## src/rtl/rgb_pwm_pkg.sv

```systemverilog
// Shared lights definitions: PWM width and colour channel slices.
// Used by the selector path and the RGB PWM fader.
package rgb_pwm_pkg;

  localparam int PWM_BITS = 8;
  localparam int R_LSB    = 16;
  localparam int G_LSB    = 8;
  localparam int B_LSB    = 0;

  typedef logic [PWM_BITS-1:0] duty_t;

  function automatic duty_t chan(input logic [23:0] c, input int lsb);
    return c[lsb +: PWM_BITS];
  endfunction

endpackage

```

## src/rtl/pwm_channel.sv

```systemverilog
// One colour channel: target register, ramping current duty,
// period-locked active duty and registered PWM output.
module pwm_channel
  import rgb_pwm_pkg::*;
(
  input  logic  i_clk,
  input  logic  i_rst,
  input  logic  i_enable,
  input  logic  i_tick,
  input  logic  i_wrap,
  input  duty_t i_cnt,
  input  duty_t i_light,
  output duty_t o_cur,
  output logic  o_led,
  output logic  o_settled
);

  duty_t r_tgt;
  duty_t r_cur;
  duty_t r_act;
  logic  r_led;

  always_ff @(posedge i_clk or posedge i_rst) begin
    if (i_rst) begin
      r_tgt <= '0;
      r_cur <= '0;
      r_act <= '0;
      r_led <= 1'b0;
    end else begin
      r_tgt <= i_light;
      if (i_tick) begin
        if (r_cur < r_tgt)
          r_cur <= r_cur + 8'd1;
        else if (r_cur > r_tgt)
          r_cur <= r_cur - 8'd1;
      end
      // act samples cur before this edge's step
      if (i_wrap)
        r_act <= r_cur;
      r_led <= i_enable && (i_cnt < r_act);
    end
  end

  assign o_cur     = r_cur;
  assign o_led     = r_led;
  assign o_settled = (r_cur == r_tgt);

endmodule

```

## src/rtl/rgb_pwm.sv

```systemverilog
// RGB PWM driver with linear fade toward the selected colour.
// Shares one period counter and fade prescaler across three channels.
module rgb_pwm
  import rgb_pwm_pkg::*;
#(
  parameter int FADE_DIV = 256
) (
  input  logic        clk,
  input  logic        rst,
  input  logic        enable,
  input  logic [23:0] light,
  output logic        led_r,
  output logic        led_g,
  output logic        led_b,
  output logic [23:0] level,
  output logic        settled
);

  localparam logic [15:0] PRE_MAX = 16'(FADE_DIV - 1);

  duty_t       r_cnt;
  logic [15:0] r_pre;
  logic        w_tick;
  logic        w_wrap;
  duty_t       w_cur_r, w_cur_g, w_cur_b;
  logic        w_set_r, w_set_g, w_set_b;

  assign w_tick = enable && (r_pre == PRE_MAX);
  assign w_wrap = enable && (r_cnt == 8'hFF);

  always_ff @(posedge clk or posedge rst) begin
    if (rst) begin
      r_cnt <= '0;
      r_pre <= '0;
    end else if (enable) begin
      r_cnt <= r_cnt + 8'd1;
      r_pre <= w_tick ? 16'd0 : r_pre + 16'd1;
    end
  end

  pwm_channel u_r (
    .i_clk     (clk),
    .i_rst     (rst),
    .i_enable  (enable),
    .i_tick    (w_tick),
    .i_wrap    (w_wrap),
    .i_cnt     (r_cnt),
    .i_light   (chan(light, R_LSB)),
    .o_cur     (w_cur_r),
    .o_led     (led_r),
    .o_settled (w_set_r)
  );

  pwm_channel u_g (
    .i_clk     (clk),
    .i_rst     (rst),
    .i_enable  (enable),
    .i_tick    (w_tick),
    .i_wrap    (w_wrap),
    .i_cnt     (r_cnt),
    .i_light   (chan(light, G_LSB)),
    .o_cur     (w_cur_g),
    .o_led     (led_g),
    .o_settled (w_set_g)
  );

  pwm_channel u_b (
    .i_clk     (clk),
    .i_rst     (rst),
    .i_enable  (enable),
    .i_tick    (w_tick),
    .i_wrap    (w_wrap),
    .i_cnt     (r_cnt),
    .i_light   (chan(light, B_LSB)),
    .o_cur     (w_cur_b),
    .o_led     (led_b),
    .o_settled (w_set_b)
  );

  assign level   = {w_cur_r, w_cur_g, w_cur_b};
  assign settled = w_set_r && w_set_g && w_set_b;

endmodule

```

## config.mk

```make
export PLATFORM = sky130hd
export DESIGN_NAME = rgb_pwm
export DESIGN_NICKNAME = d
export VERILOG_FILES = /design/src/rtl/rgb_pwm_pkg.sv /design/src/rtl/pwm_channel.sv /design/src/rtl/rgb_pwm.sv
export SDC_FILE = /design/constraint.sdc
export NUM_CORES = 1
export LEC_CHECK = 0
export CORE_ASPECT_RATIO = 0.9
export CORE_MARGIN = 5
export CORE_UTILIZATION = 48
export DETAILED_ROUTE_END_ITERATION = 6
export GPL_TIMING_DRIVEN = 0
export PLACE_DENSITY = 0.68
export SYNTH_ARGS = -nofsm -noshare
export SYNTH_HDL_FRONTEND = slang
export SYNTH_SLANG_ARGS = --single-unit
```

## constraint.sdc

```tcl
create_clock -name clk -period 6.76 [get_ports clk]
set_input_delay 1.69 -clock clk [delete_from_list [all_inputs] [get_ports clk]]
set_output_delay 1.69 -clock clk [all_outputs]
set_load 0.05 [all_outputs]
```

==> impl_metrics.json <==
{
  "initial_core_util": 0.4947,
  "max-slew-margin-rel": 0.4962,
  "worstMarginPinSlew_ns": 0.7516,
  "dieArea_um2": 13510,
  "hold_path.class": "reg -> reg",
  "leakage_nw": 3.225,
  "diodes": 0,
  "drtIter0Drc": 211,
  "yosys_register_bits": 99,
  "drt-total-wl_um": 10450,
  "grt_pass1_vias": 3849,
  "drv_slew": 0,
  "tritoncts": "done",
  "drive_above_1_share": 0.07534,
  "gp_congestion": 0.8416,
  "yosysWarningCount": 0,
  "worst_ep_required_time_ns": 5.07,
  "synth_top_cell_by_area": "dfrtp_1",
  "maxCapViolations": 0,
  "root_buffer": "clkbuf_16",
  "peakVddDrop_v": 0.0001245,
  "clock-sinks": 99,
  "synthFlopType": "dfrtp_1",
  "track_usage": 0.1680,
  "ctsHoldBuffers": 0,
  "cp_max_fo": 6,
  "synth-edff-count": 0,
  "async_reset_ff_frac": 1.000,
  "fin_crit_ns": 4.378,
  "power_density_nw_per_um2": 211.7,
  "grt_pass1_wl_um": 18380,
  "dieWidth_um": 122.0,
  "synth.area.top_cells": "dfrtp_1 46%, ha_1 15%, xnor2_1 5.5%",
  "vias_per_cell": 5.173,
  "boundaryPins": 55,
  "rsz0062_at_grt": "false",
  "arrival_ns": 2.69,
  "drc": 0,
  "cts-resized-gates": 0,
  "n_fill_cell": 918,
  "netlist_instances": 515,
  "area_growth_pct": 19.27,
  "cts_setup_buffers": 0,
  "io_buffers": 53,
  "grt_max_degree": 62,
  "yosys-top-cells-count": "99 x dfrtp_1, 65 x ha_1, 54 x inv_1",
  "overflow": 0,
  "setup_viol": 0,
  "drt_first_pass_iters": 4,
  "dpl.hpwl_um": 7709,
  "synth_top_area_frac": 0.4575,
  "die_h_um": 110.8,
  "nets": 675,
  "finalHoldViolations": 0,
  "fmax_ghz": 0.2284,
  "post-route-period-util": 0.6477,
  "path_class": "reg -> out",
  "start_kind": "flip-flop",
  "fin_skew_ns": 0.003866,
  "reg2reg_from": "u_g.o_cur[1]$_DFFE_PP0P_",
  "vias": 3807,
  "core_um2": 10950,
  "avgSynthCellArea_um2": 10.51,
  "placed_area_um2": 6166,
  "htree_levels": 3,
  "clock_latency_ns": 0.34,
  "synth_seq_area_share": 0.4575,
  "synth_cell_types": 36,
  "endpoint_kind": "primary output",
  "clockBufferDepth": 2,
  "routedWlPerCell_um": 14.20,
  "netlist_area_um2": 5415,
  "fin_setup_tns_ns": 0,
  "antenna_left": 0,
  "fin_area_um2": 6459,
  "worstSetupStartpoint": "u_r.o_cur[0]$_DFFE_PP0P_",
  "syn_nets": 610,
  "rows": 36,
  "antenna_found_initial": 0,
  "status": "complete, no violations",
  "min_from": "r_pre[15]$_DFFE_PP0P_",
  "yosys.cell_count.top_type": "dfrtp_1",
  "cts_buffers": 9,
  "clk_pin_slew_ns": 0.06
}
==> per-layer routing <==
layer  vias up  GRT usage  part of all wire
li1       1899          -                 -
met1      1834     0.2311              0.49
met2        62     0.2651              0.46
met3        12    0.03929             0.033
met4         0    0.04854             0.015
met5         -          0                 0
==> area by class of cell <==
type / instances / area (µm²) / area share
multi-input combinational: 356 / 2709 / 0.4194
inverter: 54 / 205.2 / 0.03177
buffer: 6 / 26.28 / 0.004068
clock buffer: 10 / 239.0 / 0.03700
tap: 152 / 190.2 / 0.02945
clock inverter: 5 / 53.80 / 0.008330
sequential: 99 / 2477 / 0.3836
timing repair buffer: 54 / 558.0 / 0.08640
==> cell families (layout without fill, tap and decap cells) <==
family,count (synthesis),after routing,share of synthesized area
buffers and inverters,60,129,0.04228
flip-flops,99,99,0.4575
XOR/XNOR,41,41,0.06631
AND/OR/NAND/NOR,116,116,0.1065
multiplexers,20,20,0.04136
AO/OA/AOI/OAI,111,111,0.1248
adder cells (fa/ha/maj),68,68,0.1613
==> where the power goes <==
group	internal, W	switching, W	leakage [nW]
Sequential	0.000635	0.0000639	1.17
Combinational	0.0000886	0.0000760	1.90
Clock	0.000293	0.000210	0.148
Total	0.00102	0.000350	3.23
==> stage by stage <==
step	cells	power, W	hold WS (ns)	utilization	setup slack, ns
2_1_floorplan	515	0.0008112	0.4580	-	2.480
3_3_place_gp	720	0.0008640	0.4750	0.5606	1.004
3_5_place_dp	721	0.0008774	0.4843	0.5633	2.742
4_1_cts	736	0.001385	0.5060	0.5901	2.348
5_1_grt	736	0.001442	0.5253	0.5901	2.238
6_report	736	0.001368	0.4998	0.5901	2.382
==> sequential cells by signal, indices dropped and copies added, names as in the netlist, 8 cells and up <==
register and cells:
r_cnt 8, r_pre 16, u_b.o_cur 8, u_b.r_act 8, u_b.r_tgt 8, u_g.o_cur 8, u_g.r_act 8, u_g.r_tgt 8
u_r.o_cur 8, u_r.r_act 8, u_r.r_tgt 8
==> worst paths after layout <==
| path | endpoint | slack [ns] | cells past startpoint |
|---|---|---|---|
| max | settled | 2.38 | 6 |
| min | r_pre[15]$_DFFE_PP0P_ | 0.50 | 1 |
| max reg2reg | u_g.o_cur[6]$_DFFE_PP0P_ | 3.48 | 12 |
| min reg2reg | r_pre[15]$_DFFE_PP0P_ | 0.50 | 1 |
| max in group asynchronous | u_g.r_tgt[7]$_DFF_PP0_ | 4.36 | 3 |
| min in group asynchronous | r_pre[11]$_DFFE_PP0P_ | 1.74 | 2 |
==> critical path, cell delays in order, from the launching register on <==
cell	delay, ns
dfrtp_1	0.48
inv_1	0.11
ha_1	0.29
nand4_1	0.10
nor2_1	0.32
and3_1	0.25
clkdlybuf4s50_1	0.81
==> cell usage in the layout, fill, tap and decap left out, types with 5 or more instances in the layout <==
cell             synthesis  final
nand4_1                 13     13
inv_1                   54     53
nand2_1                 50     50
clkdlybuf4s50_1          0     53
nand3_1                  5      5
xor2_1                   7      7
o21bai_1                 6      6
o21ai_0                 32     32
dfrtp_1                 99     99
mux2_2                  18     18
a21oi_1                 37     37
o211ai_1                 6      6
o21a_1                   6      6
nor2_1                  20     20
nand2b_1                 6      6
clkbuf_16                0      9
xnor2_1                 34     34
clkbuf_1                 5      5
a21o_1                  12     12
nor3_1                   5      5
ha_1                    65     65
No activity file was read; power rests on OpenSTA's default activity.
